==> src/rtl/rvga_ddr_arbiter_pkg.sv <==
// Shared types and defaults for the DDR port arbiter that sits between
// the core's fetch/data ports and the single DDR slave.
package rvga_ddr_arbiter_pkg;

  typedef logic [31:0] rvga_word;

  typedef enum logic {
    GRANT_INST = 1'b0,
    GRANT_DATA = 1'b1
  } rvga_ddr_grant_t;

  typedef enum logic [1:0] {
    ARB_IDLE = 2'd0,
    ARB_BUSY = 2'd1,
    ARB_GAP  = 2'd2
  } rvga_arb_state_t;

  // Watchdog default in cycles; the counter width must hold DDR_TIMEOUT-1.
  localparam int DDR_TIMEOUT = 64;
  localparam int DDR_CNT_W   = 8;

endpackage

==> src/rtl/rvga_rr_pick2.sv <==
// Two-way round-robin chooser: with both requests active, the requester
// that did not win last time gets the grant.
module rvga_rr_pick2
  import rvga_ddr_arbiter_pkg::*;
(
  input  logic [1:0]      i_req,
  input  rvga_ddr_grant_t i_last,
  output logic            o_valid,
  output rvga_ddr_grant_t o_grant
);

  // i_req[0] is the fetch port, i_req[1] the data port.
  always_comb begin
    o_valid = |i_req;
    o_grant = GRANT_INST;
    if (i_req == 2'b11) begin
      o_grant = (i_last == GRANT_INST) ? GRANT_DATA : GRANT_INST;
    end else if (i_req[1]) begin
      o_grant = GRANT_DATA;
    end
  end

endmodule

==> src/rtl/rvga_ddr_arbiter.sv <==
// Shares the word-wide DDR port between instruction fetch and data access,
// one registered transaction at a time, with an idle gap and a watchdog.
module rvga_ddr_arbiter
  import rvga_ddr_arbiter_pkg::*;
#(
  parameter int TIMEOUT = DDR_TIMEOUT,
  parameter int CNT_W   = DDR_CNT_W
) (
  input  logic        clk,
  input  logic        rst,
  input  logic [31:0] i_addr,
  input  logic        i_read,
  output logic [31:0] i_rdata,
  output logic        i_resp,
  input  logic [31:0] d_addr,
  input  logic        d_read,
  input  logic        d_write,
  input  logic [31:0] d_wdata,
  output logic [31:0] d_rdata,
  output logic        d_resp,
  output logic [31:0] ddr_addr,
  output logic        ddr_read,
  output logic        ddr_write,
  output logic [31:0] ddr_wdata,
  input  logic [31:0] ddr_rdata,
  input  logic        ddr_resp,
  output logic        err
);

  localparam logic [CNT_W-1:0] CNT_LAST = (TIMEOUT > 0) ? CNT_W'(TIMEOUT - 1) : '0;
  localparam logic [CNT_W-1:0] CNT_MAX  = '1;

  rvga_arb_state_t r_state, w_state;
  rvga_ddr_grant_t r_last, w_last;
  rvga_ddr_grant_t r_owner, w_owner;
  logic [CNT_W-1:0] r_cnt, w_cnt;
  logic [31:0] r_ddr_addr, w_ddr_addr;
  logic [31:0] r_ddr_wdata, w_ddr_wdata;
  logic r_ddr_read, w_ddr_read;
  logic r_ddr_write, w_ddr_write;
  logic [31:0] r_i_rdata, w_i_rdata;
  logic [31:0] r_d_rdata, w_d_rdata;
  logic r_i_resp, w_i_resp;
  logic r_d_resp, w_d_resp;
  logic r_err, w_err;

  logic w_pick_valid;
  rvga_ddr_grant_t w_pick;
  logic w_timeout;
  logic w_finish;

  rvga_rr_pick2 u_pick (
    .i_req   ({d_read | d_write, i_read}),
    .i_last  (r_last),
    .o_valid (w_pick_valid),
    .o_grant (w_pick)
  );

  assign w_timeout = (TIMEOUT > 0) && (r_cnt == CNT_LAST);

  always_comb begin
    w_state     = r_state;
    w_last      = r_last;
    w_owner     = r_owner;
    w_cnt       = r_cnt;
    w_ddr_addr  = r_ddr_addr;
    w_ddr_wdata = r_ddr_wdata;
    w_ddr_read  = r_ddr_read;
    w_ddr_write = r_ddr_write;
    w_i_rdata   = r_i_rdata;
    w_d_rdata   = r_d_rdata;
    w_i_resp    = 1'b0;
    w_d_resp    = 1'b0;
    w_err       = 1'b0;
    w_finish    = 1'b0;

    case (r_state)
      ARB_IDLE: begin
        if (w_pick_valid) begin
          w_state = ARB_BUSY;
          w_last  = w_pick;
          w_owner = w_pick;
          w_cnt   = '0;
          if (w_pick == GRANT_INST) begin
            w_ddr_addr  = i_addr;
            w_ddr_wdata = '0;
            w_ddr_read  = 1'b1;
            w_ddr_write = 1'b0;
          end else begin
            // A simultaneous read and write from the data port is a write.
            w_ddr_addr  = d_addr;
            w_ddr_wdata = d_wdata;
            w_ddr_read  = ~d_write;
            w_ddr_write = d_write;
          end
        end
      end

      ARB_BUSY: begin
        if (r_cnt != CNT_MAX) begin
          w_cnt = r_cnt + CNT_W'(1);
        end
        if (ddr_resp) begin
          w_finish = 1'b1;
          if (!r_ddr_write) begin
            if (r_owner == GRANT_INST) w_i_rdata = ddr_rdata;
            else                       w_d_rdata = ddr_rdata;
          end
        end else if (w_timeout) begin
          w_finish = 1'b1;
          w_err    = 1'b1;
          if (r_owner == GRANT_INST) w_i_rdata = '0;
          else                       w_d_rdata = '0;
        end
        if (w_finish) begin
          w_state     = ARB_GAP;
          w_ddr_read  = 1'b0;
          w_ddr_write = 1'b0;
          w_i_resp    = (r_owner == GRANT_INST);
          w_d_resp    = (r_owner == GRANT_DATA);
        end
      end

      ARB_GAP: begin
        w_state     = ARB_IDLE;
        w_ddr_read  = 1'b0;
        w_ddr_write = 1'b0;
      end

      default: begin
        w_state = ARB_IDLE;
      end
    endcase
  end

  always_ff @(posedge clk) begin
    if (rst) begin
      r_state     <= ARB_IDLE;
      r_last      <= GRANT_DATA;
      r_owner     <= GRANT_INST;
      r_cnt       <= '0;
      r_ddr_addr  <= '0;
      r_ddr_wdata <= '0;
      r_ddr_read  <= 1'b0;
      r_ddr_write <= 1'b0;
      r_i_rdata   <= '0;
      r_d_rdata   <= '0;
      r_i_resp    <= 1'b0;
      r_d_resp    <= 1'b0;
      r_err       <= 1'b0;
    end else begin
      r_state     <= w_state;
      r_last      <= w_last;
      r_owner     <= w_owner;
      r_cnt       <= w_cnt;
      r_ddr_addr  <= w_ddr_addr;
      r_ddr_wdata <= w_ddr_wdata;
      r_ddr_read  <= w_ddr_read;
      r_ddr_write <= w_ddr_write;
      r_i_rdata   <= w_i_rdata;
      r_d_rdata   <= w_d_rdata;
      r_i_resp    <= w_i_resp;
      r_d_resp    <= w_d_resp;
      r_err       <= w_err;
    end
  end

  assign ddr_addr  = r_ddr_addr;
  assign ddr_wdata = r_ddr_wdata;
  assign ddr_read  = r_ddr_read;
  assign ddr_write = r_ddr_write;
  assign i_rdata   = r_i_rdata;
  assign d_rdata   = r_d_rdata;
  assign i_resp    = r_i_resp;
  assign d_resp    = r_d_resp;
  assign err       = r_err;

endmodule
==> config.mk <==
export PLATFORM = sky130hd
export DESIGN_NAME = rvga_ddr_arbiter
export DESIGN_NICKNAME = d
export VERILOG_FILES = /design/src/rtl/rvga_ddr_arbiter_pkg.sv /design/src/rtl/rvga_rr_pick2.sv /design/src/rtl/rvga_ddr_arbiter.sv
export SDC_FILE = /design/constraint.sdc
export NUM_CORES = 1
export LEC_CHECK = 0
export BUFFER_PORTS_ARGS = -buffer_cell sky130_fd_sc_hd__buf_2
export CAP_MARGIN = 20
export CORE_ASPECT_RATIO = 1.5
export CORE_UTILIZATION = 42
export CTS_CLUSTER_SIZE = 10
export DETAILED_ROUTE_END_ITERATION = 10
export PLACE_DENSITY = 0.86
export SYNTH_ARGS = -nofsm -noshare
export SYNTH_HDL_FRONTEND = slang
export SYNTH_SLANG_ARGS = --single-unit
==> constraint.sdc <==
create_clock -name clk -period 1.9 [get_ports clk]
set_clock_uncertainty 0.15 [all_clocks]
set_input_delay 0.095 -clock clk [delete_from_list [all_inputs] [get_ports clk]]
set_output_delay 0.095 -clock clk [all_outputs]
set_load 0.01 [all_outputs]
### Word-level counts from Yosys, hierarchy flattened

Index checks and enable logic that the tools add are counted.

* register bits after elaboration: 145
* word-level logic and storage cells: 72

* bitwise gates (word level): 5
* add/subtract/negate cells: 1
* equality and inequality tests: 9
* reductions and logical operators: 13
* multiplexer cells: 31

Operators with widths (number)
* $mux 32: 12
* $mux 8: 2
* $pmux 8 s2: 1
* $mux 1: 11
* $add 8x1->8 const B: 1
* $eq 8x6->1 const B: 1
* $ne 8x8->1 const B: 1
* $reduce_and 4->1: 2
* $ne 2x2->1 const B: 3
* $pmux 1 s3: 2
* $reduce_and 3->1: 2
* $reduce_or 3->1: 2
* $eq 2x2->1 const B: 2
* $mux 2: 2
* $not 1->1: 4
* $pmux 2 s2: 1
* $reduce_and 2->1: 2
* $reduce_bool 2->1: 2
* $reduce_bool 3->1: 1
* $eq 2x1->1 const B: 1
* $logic_not 2->1: 1
* $ne 2x1->1 const B: 1
* $reduce_or 2->1: 1
* $or 1x1->1: 1

### Logic depth before layout (Yosys ltp)

Gate-level depths: netlist of run 1.

* depth in word-level cells: 6
* gate-level depth with buffers: 8
* depth with buffers taken out: 6

### Hierarchy

Synthesis of run 1 repeated with hierarchy kept, for this count alone.

* cell total of the unflattened synthesis: 674
* area, all modules: 5740.5 µm²

Modules (own cells, without submodules)
* rvga_ddr_arbiter: instances 1, cells an instance 672, seq. area each 2902.8 µm², area an instance 5726.7 µm²
* rvga_rr_pick2: instances 1, cells an instance 2, seq. area each 0.0 µm², area an instance 13.8 µm²

### Worst setup path before layout of run 1

OpenSTA, ideal clock, no wires.

* path kind: register to register
* start point: register r_state[0]
* end point: register r_cnt[4]
* path slack: -0.057 ns
* cell stages (with the launch flop): 7
* period minus slack after synthesis: 1.957 ns
* arrival time: 1.732 ns
* buffers on the path: 0
* setup time: 0.074 ns
* cell sequence: dfxtp_1 -> inv_1 -> ha_1 -> or4b_1 -> o221ai_1 -> or4b_2 -> a31oi_1

* word-level cells in the longest chain between the ends: 3

RTL lines
* start, declared: line rvga_ddr_arbiter.sv:33 `rvga_arb_state_t r_state, w_state;`
* start signal, assigned: line rvga_ddr_arbiter.sv:152 `r_state <= w_state;`
* $eq 2x1->1 or $logic_not 2->1 (tied branches): line rvga_ddr_arbiter.sv:77 `case (r_state)`
* $ne 2x2->1 (no source line) (tied with other cells)
* $reduce_and 3->1 (no source line)
* end signal, assigned: line rvga_ddr_arbiter.sv:155 `r_cnt <= w_cnt;`
* end, declared: line rvga_ddr_arbiter.sv:36 `logic [CNT_W-1:0] r_cnt, w_cnt;`

Several ways; a longest one is shown, not always the timed one.
A chain may end at the register's enable or synchronous reset.

### Worst setup path in the final report of run 1

* start point: register r_cnt[0]
* end point: register r_ddr_read, in the netlist ddr_read

* word-level cells in the longest chain between the ends: 6

RTL lines
* $eq 8x6->1: line rvga_ddr_arbiter.sv:59 `assign w_timeout = (TIMEOUT > 0) && (r_cnt == CNT_LAST);`
* $mux 1: line rvga_ddr_arbiter.sv:109 `end else if (w_timeout) begin`
* $mux 1: line rvga_ddr_arbiter.sv:103 `if (ddr_resp) begin`
* $mux 1: line rvga_ddr_arbiter.sv:77
* $ne 2x2->1 (no source line)
* $reduce_and 3->1 (no source line)
* end signal, assigned: line rvga_ddr_arbiter.sv:158 `r_ddr_read <= w_ddr_read;`
* end, declared: line rvga_ddr_arbiter.sv:39 `logic r_ddr_read, w_ddr_read;`

Every way passes these cells. The select of a mux whose other input is x is not followed.

==> flow_metrics.py, run 1 <==
metrics = {
    "worst_setup_path": {
        "critPathKind": "flop to flop",
        "critPathRequiredTime_ps": 2080,
        "crit_fanout": 6,
        "cp.arrival_ps": 2130,
        "critPathLaunchType": "flop",
        "end_kind": "flop",
    },
    "grt": {
        "antenna_found_initial": 0,
        "grt_pass1_wl_um": 34700,
        "grt_pass1_vias": 6946,
        "grt_max_degree": 75,
        "track_usage_pct": 31.0,
        "grt_overflow": 0,
    },
    "timing": {
        "timing.final.crit_period_ps": 1960,
        "period_share_pct": 103,
        "setup_viol": 7,
        "hold_viol": 0,
        "drv_slew": 0,
        "slew_headroom_pct": 45.5,
        "setup_slack_ps": -59.6,
        "worst_pin_slew_ps": 818,
        "fmax_mhz": 510,
        "rsz0062_at_grt": "yes",
    },
    "power": {
        "power_density_mw_per_mm2": 928,
        "seq_power_share_pct": 37.3,
        "p_int_w": 0.00641,
        "power.share.combinational_pct": 24.7,
        "p_clk_share_pct": 37.9,
        "netSwitchingFraction_pct": 29.9,
        "p_switching_w": 0.00274,
        "p_leak_nw": 4.68,
        "ir_drop_v": 0.000608,
    },
    "yosys": {
        "synth_xor_area_share_pct": 0,
        "synthAdderAreaFrac_pct": 0.867,
        "yosysWarnings": 0,
        "synth_top_area_share_pct": 50.3,
        "yosys.cell_types.count": 45,
        "syn_avg_cell_area_um2": 9.52,
        "synthMuxAreaShare_pct": 11.4,
        "synth_edf_count": 0,
        "ys.flop_type": "dfxtp_1",
        "synthTopCellsByArea": "dfxtp_1, mux2i_1, nor2_1, a31o_2, a211oi_1",
        "yosysSeqAreaShare_pct": 50.3,
        "synth_fp_nets": 744,
        "ys_ff_latch": 145,
        "synth_area_mm2": 0.00577,
        "synth-compound-area-share_pct": 16.7,
        "synthArstFlopShare_pct": 0,
        "synthCells": 606,
        "synth_top_area_cell": "dfxtp_1",
        "synth_top_family_by_area": "compound AO/OA/AOI/OAI gates",
        "synthSimpleGateAreaFrac_pct": 16.6,
    },
    "routing": {
        "totalWireLength_um": 23600,
        "routed_via_density": 5.74,
        "via_count": 6862,
        "first_iter_violations": 505,
        "drc": 50,
        "drtPass1Iterations": 10,
        "drtAntennaViolNets": 0,
        "wl_per_cell_um": 19.8,
    },
    "clock_network": {
        "clock_latency_ps": 410,
        "cts_sinks": 145,
        "clk_path_buf_depth": 2,
        "cts_root_buf": "clkbuf_16",
        "cts_made_buffers": 17,
        "tritoncts": "done",
        "htree_levels": 4,
        "clkSlewWorstSetupHoldPaths_ps": 60,
    },
    "placed_design": {
        "place_hpwl_um": 11300,
        "dp_slack_ps": -188,
        "place_congestion": 0.824,
        "portBuffers": 266,
    },
    "die": {
        "die_y_um": 146,
        "fp.coreArea_mm2": 0.0135,
        "fp-row-count": 52,
        "die_w_um": 97.7,
        "die_area_mm2": 0.0142,
        "initial_core_util_pct": 42.9,
        "io_pins": 267,
    },
    "cells_and_area": {
        "fillers": 812,
        "final_nets": 1158,
        "final_core_util_pct": 73.1,
        "drive_gt1_share_pct": 39.6,
        "diodes": 0,
        "area_growth_pct": 70.7,
    },
    "status": {
        "failed_checks": "DRC, setup timing",
        "outcome": "finished with violations",
    },
    "job": {
        "cap_viol_max_count": 0,
    },
    "worst_hold_path": {
        "hold_path_class": "input port to flop",
    },
}
==> power groups by stage <==
| stage | Combinational, W | Sequential [W] | Clock, W |
|---|---|---|---|
| finish | 0.00226 | 0.00341 | 0.00347 |
| detailed placement | 0.00164 | 0.00345 | 0 |
| CTS | 0.00193 | 0.00340 | 0.00352 |
| floorplan | 0.000800 | 0.00355 | 0 |
| global route | 0.00239 | 0.00343 | 0.00365 |
| global placement | 0.00161 | 0.00345 | 0 |
==> per-stage QoR <==
stage	setup TNS [ps]	power, W	std cells	hold slack, ps	instance area [µm²]
3_5_place_dp	-6440	0.00509	1012	202	7510
5_1_grt	-1520	0.00946	1195	51.4	9850
6_report	-292	0.00915	1195	65.4	9850
2_1_floorplan	0	0.00435	606	108	5790
3_3_place_gp	-2940	0.00506	1012	191	7510
4_1_cts	-83.1	0.00884	1181	37.7	9530
==> final timing paths <==
path	startpoint	end	slack [ps]	cells past startpoint
setup / recovery	r_cnt[0]	ddr_read	-60	5
hold / removal	i_read	ddr_write	70	4
setup reg to reg	r_cnt[0]	ddr_read	-60	5
hold reg to reg	d_rdata[5]	d_rdata[5]	310	2
==> placed cells by master, fill, tap and decap left out, types with 4 or more instances in the layout <==
cell type      instances
buf_2                266
dfxtp_1              142
dlygate4sd3_1        133
nor2_1                69
mux2i_1               65
nand2_1               39
nand3_1               36
a22oi_1               32
a211oi_1              32
nor3_1                30
a31o_2                30
buf_4                 28
clkbuf_16             20
buf_12                13
o21ai_0                7
a21oi_1                7
inv_6                  6
clkinvlp_4             4
nand2b_1               4
buf_6                  4
==> cell usage after synthesis, types with 2 or more instances <==
| cell type | number |
|---|---|
| a211oi_1 | 32 |
| a21oi_1 | 9 |
| a22oi_1 | 32 |
| a31o_2 | 30 |
| a31oi_1 | 2 |
| and2_1 | 2 |
| buf_1 | 4 |
| buf_2 | 6 |
| clkbuf_1 | 44 |
| dfxtp_1 | 145 |
| ha_1 | 4 |
| inv_1 | 4 |
| mux2i_1 | 66 |
| nand2_1 | 39 |
| nand2b_1 | 4 |
| nand3_1 | 37 |
| nand4_1 | 3 |
| nor2_1 | 71 |
| nor3_1 | 33 |
| o211ai_1 | 2 |
| o21ai_0 | 7 |
| o31ai_1 | 3 |
| or3_1 | 3 |
| or4_1 | 2 |
| or4b_1 | 2 |
==> cell families after synthesis <==
group	count (synthesis)
adder cells (fa/ha/maj)	4
flip-flops	145
buffers and inverters	60
AND/OR/NAND/NOR	204
multiplexers	66
AO/OA/AOI/OAI	127
==> metal layers <==
layer	global-route usage, %	vias to the layer above	wire [µm]
met3	8.02	121	1980
met5	0	-	0
met1	30.8	3206	8170
li1	-	3039	-
met4	21.3	0	1240
met2	55.7	496	12200
==> area by class of cell <==
| class | count | area (µm²) | share of cell area (%) |
|---|---|---|---|
| Inverter | 5 | 25.0 | 0.254 |
| Timing Repair Buffer | 449 | 3300 | 33.5 |
| Sequential cell | 145 | 2910 | 29.5 |
| Clock buffer | 18 | 439 | 4.46 |
| Clock inverter | 14 | 166 | 1.69 |
| Multi-Input combinational cell | 402 | 2820 | 28.6 |
| Tap cell | 162 | 203 | 2.06 |
==> state kept, by name, indices dropped and copies added, names as in the netlist <==
signal and flops:
d_rdata 32, d_resp 1, ddr_addr 32, ddr_read 1
ddr_wdata 32, ddr_write 1, err 1, i_rdata 32
i_resp 1, r_cnt 8, r_last 1, r_owner 1
r_state 2
==> critical path, cell delays in order (launching register included) <==
cell,delay [ps]
dfxtp_1,390
ha_4,190
nand3_4,130
o211a_4,290
or4_1,520
a21oi_1,200
==> what timing repair did <==
item	CTS	global route
hold endpoints to repair	121	0
cloned	2	4
resized for setup	8	28
hold buffers	133	0
buffers inserted	2	10
endpoints found under the setup margin	73	53
pin swaps	4	12
Note: power is estimated with default switching activity, not from simulation.
==> run 2: changes to the inputs <==
- ABC_AREA: default -> 1
- CORE_UTILIZATION: 42 -> 43
==> flow_metrics.py, run 2 <==
metrics = {
    "status": {
        "outcome": "complete, no violations",
    },
    "die": {
        "die_w_um": 99.6,
        "fp-row-count": 53,
        "die_y_um": 148,
        "fp.coreArea_mm2": 0.0140,
        "die_area_mm2": 0.0148,
        "io_pins": 267,
        "initial_core_util_pct": 43.9,
    },
    "routing": {
        "via_count": 7465,
        "totalWireLength_um": 22600,
        "drtAntennaViolNets": 0,
        "drtPass1Iterations": 7,
        "first_iter_violations": 511,
        "wl_per_cell_um": 15.6,
        "drc": 0,
        "routed_via_density": 5.15,
    },
    "yosys": {
        "yosys-top-cells-count": "nand2_1, dfxtp_1, a21oi_1",
        "yosysSeqAreaShare_pct": 47.2,
        "synthCells": 862,
        "synth_top_area_share_pct": 47.2,
        "synth_fp_nets": 1000,
        "yosysWarnings": 0,
        "syn_avg_cell_area_um2": 7.13,
        "synth_area_mm2": 0.00614,
        "synth_top_area_cell": "dfxtp_1",
        "synthArstFlopShare_pct": 0,
        "yosys.cell_types.count": 29,
        "ys_ff_latch": 145,
        "synthTopCellsByArea": "dfxtp_1, a21oi_1, nand2_1, nor2_1, inv_1",
        "yosysMostFrequentCell": "nand2_1",
        "ys.flop_type": "dfxtp_1",
        "synth_edf_count": 0,
    },
    "clock_network": {
        "tritoncts": "done",
        "cts_root_buf": "clkbuf_16",
        "clock_latency_ps": 410,
        "htree_levels": 4,
        "clk_path_buf_depth": 2,
        "cts_sinks": 145,
        "cts_made_buffers": 17,
        "clkSlewWorstSetupHoldPaths_ps": 60,
    },
    "cells_and_area": {
        "area_growth_pct": 56.8,
        "mostFrequentLayoutCells": "buf_2, nand2_1, dfxtp_1, a21oi_1, dlygate4sd3_1",
        "drive_gt1_share_pct": 27.1,
        "final_common_cell": "buf_2",
        "final_nets": 1381,
        "design_area_mm2": 0.00963,
    },
    "worst_setup_path": {
        "rr_startpoint": "r_cnt[1]",
        "cp.arrival_ps": 1940,
        "critPathLaunchType": "flop",
        "reg2reg_depth": 9,
        "crit_fanout": 21,
        "reg2reg_slack_ps": 110,
        "r2r-end": "i_rdata[24]",
        "critPathRequiredTime_ps": 2060,
        "cp-endpoint": "i_rdata[24]",
        "critPathLaunch": "r_cnt[1]",
        "end_kind": "flop",
        "critPathKind": "flop to flop",
    },
    "placed_design": {
        "place_hpwl_um": 12700,
        "placed_area_mm2": 0.00767,
        "portBuffers": 266,
        "place_congestion": 0.863,
    },
    "worst_hold_path": {
        "hold_path_class": "input port to flop",
        "worstHoldStart": "d_read",
    },
    "timing": {
        "drv_slew": 0,
        "worst_pin_slew_ps": 396,
        "whs_ps": 98.3,
        "setup_viol": 0,
        "fmax_mhz": 560,
        "fin_setup_tns_ps": 0,
        "slew_headroom_pct": 73.6,
        "rsz0062_at_grt": "no",
        "hold_viol": 0,
        "timing.final.crit_period_ps": 1790,
        "period_share_pct": 94.0,
    },
    "power": {
        "power_w": 0.00915,
        "p_switching_w": 0.00288,
        "seq_power_share_pct": 38.6,
        "power.share.combinational_pct": 23.9,
        "ir_drop_v": 0.000569,
        "power_density_mw_per_mm2": 950,
        "p_leak_nw": 4.91,
        "p_clk_share_pct": 37.5,
        "netSwitchingFraction_pct": 31.4,
        "p_int_w": 0.00627,
    },
    "grt": {
        "antenna_found_initial": 1,
        "grt_pass1_wl_um": 35000,
        "track_usage_pct": 30.0,
        "grt_max_degree": 66,
        "grt_overflow": 0,
        "grt_pass1_vias": 7241,
    },
    "job": {
        "cap_viol_max_count": 0,
    },
}
-- run 2: cell types whose count changed in the layout (fill, tap and decap cells not counted), sizes merged, moves of 31 or more --
cell | before | now
a21oi | 9 | 144
a211oi | 32 | 0
a22oi | 32 | 0
inv | 12 | 91
o21ai | 7 | 75
nor2 | 72 | 106
nor3 | 33 | 1
a31o | 31 | 0
nand2 | 39 | 189
mux2i | 66 | 0
-- run 2: area by class of cell --
type / instances / area [µm²]
inverter: 84 / 315
antenna: 1 / 2.50
clock inverter: 14 / 169
fill: 982 / 4360
clock buffer: 18 / 439
tap: 192 / 240
timing repair buffer: 420 / 2900
multi-input combinational: 575 / 2660
sequential: 145 / 2900
-- run 2: critical path, cell delays in order (launching register included) --
cell and delay, ps:
dfxtp_1 360, ha_2 200, nand2_2 80, nor2_4 100
nand2_2 120, nand2_4 110, nand3_4 130, buf_12 200
o21ai_1 170, nor2_1 60
-- run 2: how the worst min path moves through the flow --
stage / endpoint / slack [ps] / depth (start not counted)
after CTS: r_state[1] / 80 / 7
after global routing: r_state[1] / 120 / 7
final: r_state[1] / 100 / 7
after global placement: ddr_addr[7] / 200 / 3
after detailed placement: ddr_addr[4] / 200 / 3
after floorplan: ddr_addr[10] / 90 / 2
-- run 2: stage by stage --
| stage | cells | utilization [%] | setup WS [ps] |
|---|---|---|---|
| 2_1_floorplan | 862 | - | 202 |
| 3_3_place_gp | 1282 | 54.8 | 186 |
| 3_5_place_dp | 1282 | 54.8 | 102 |
| 4_1_cts | 1447 | 68.7 | 88.5 |
| 5_1_grt | 1449 | 68.8 | 2.27 |
| 6_report | 1449 | 68.8 | 114 |
-- run 2: power groups by stage --
stage | combinational [W] | sequential [W] | clock, W
floorplan | 0.00100 | 0.00370 | 0
global placement | 0.00184 | 0.00356 | 0
detailed placement | 0.00187 | 0.00357 | 0
CTS | 0.00209 | 0.00351 | 0.00349
global route | 0.00237 | 0.00356 | 0.00362
finish | 0.00219 | 0.00353 | 0.00343
-- run 2: cell families after synthesis --
family / count (synthesis) / share of synthesized area, %
simple gates: 350 / 23.9
buf+inv: 142 / 9.63
xor+xnor: 1 / 0.143
fa+ha+maj: 4 / 0.815
compound gates: 220 / 18.3
flops: 145 / 47.2
-- run 2: per-layer routing --
| metal | track usage, % | up-vias | share of wire, % |
|---|---|---|---|
| met2 | 51.8 | 460 | 49 |
| met4 | 16.8 | 0 | 4.6 |
| met5 | 0 | - | 0 |
| li1 | - | 3527 | - |
| met3 | 9.02 | 101 | 9.3 |
| met1 | 32.4 | 3377 | 37 |
-- run 2: what timing repair did --
action / CTS / global route
gates resized for setup: 0 / 5
setup buffers: 0 / 1
hold buffers: 133 / 0
setup endpoints to repair: 0 / 35
endpoints found under the hold margin: 134 / 0
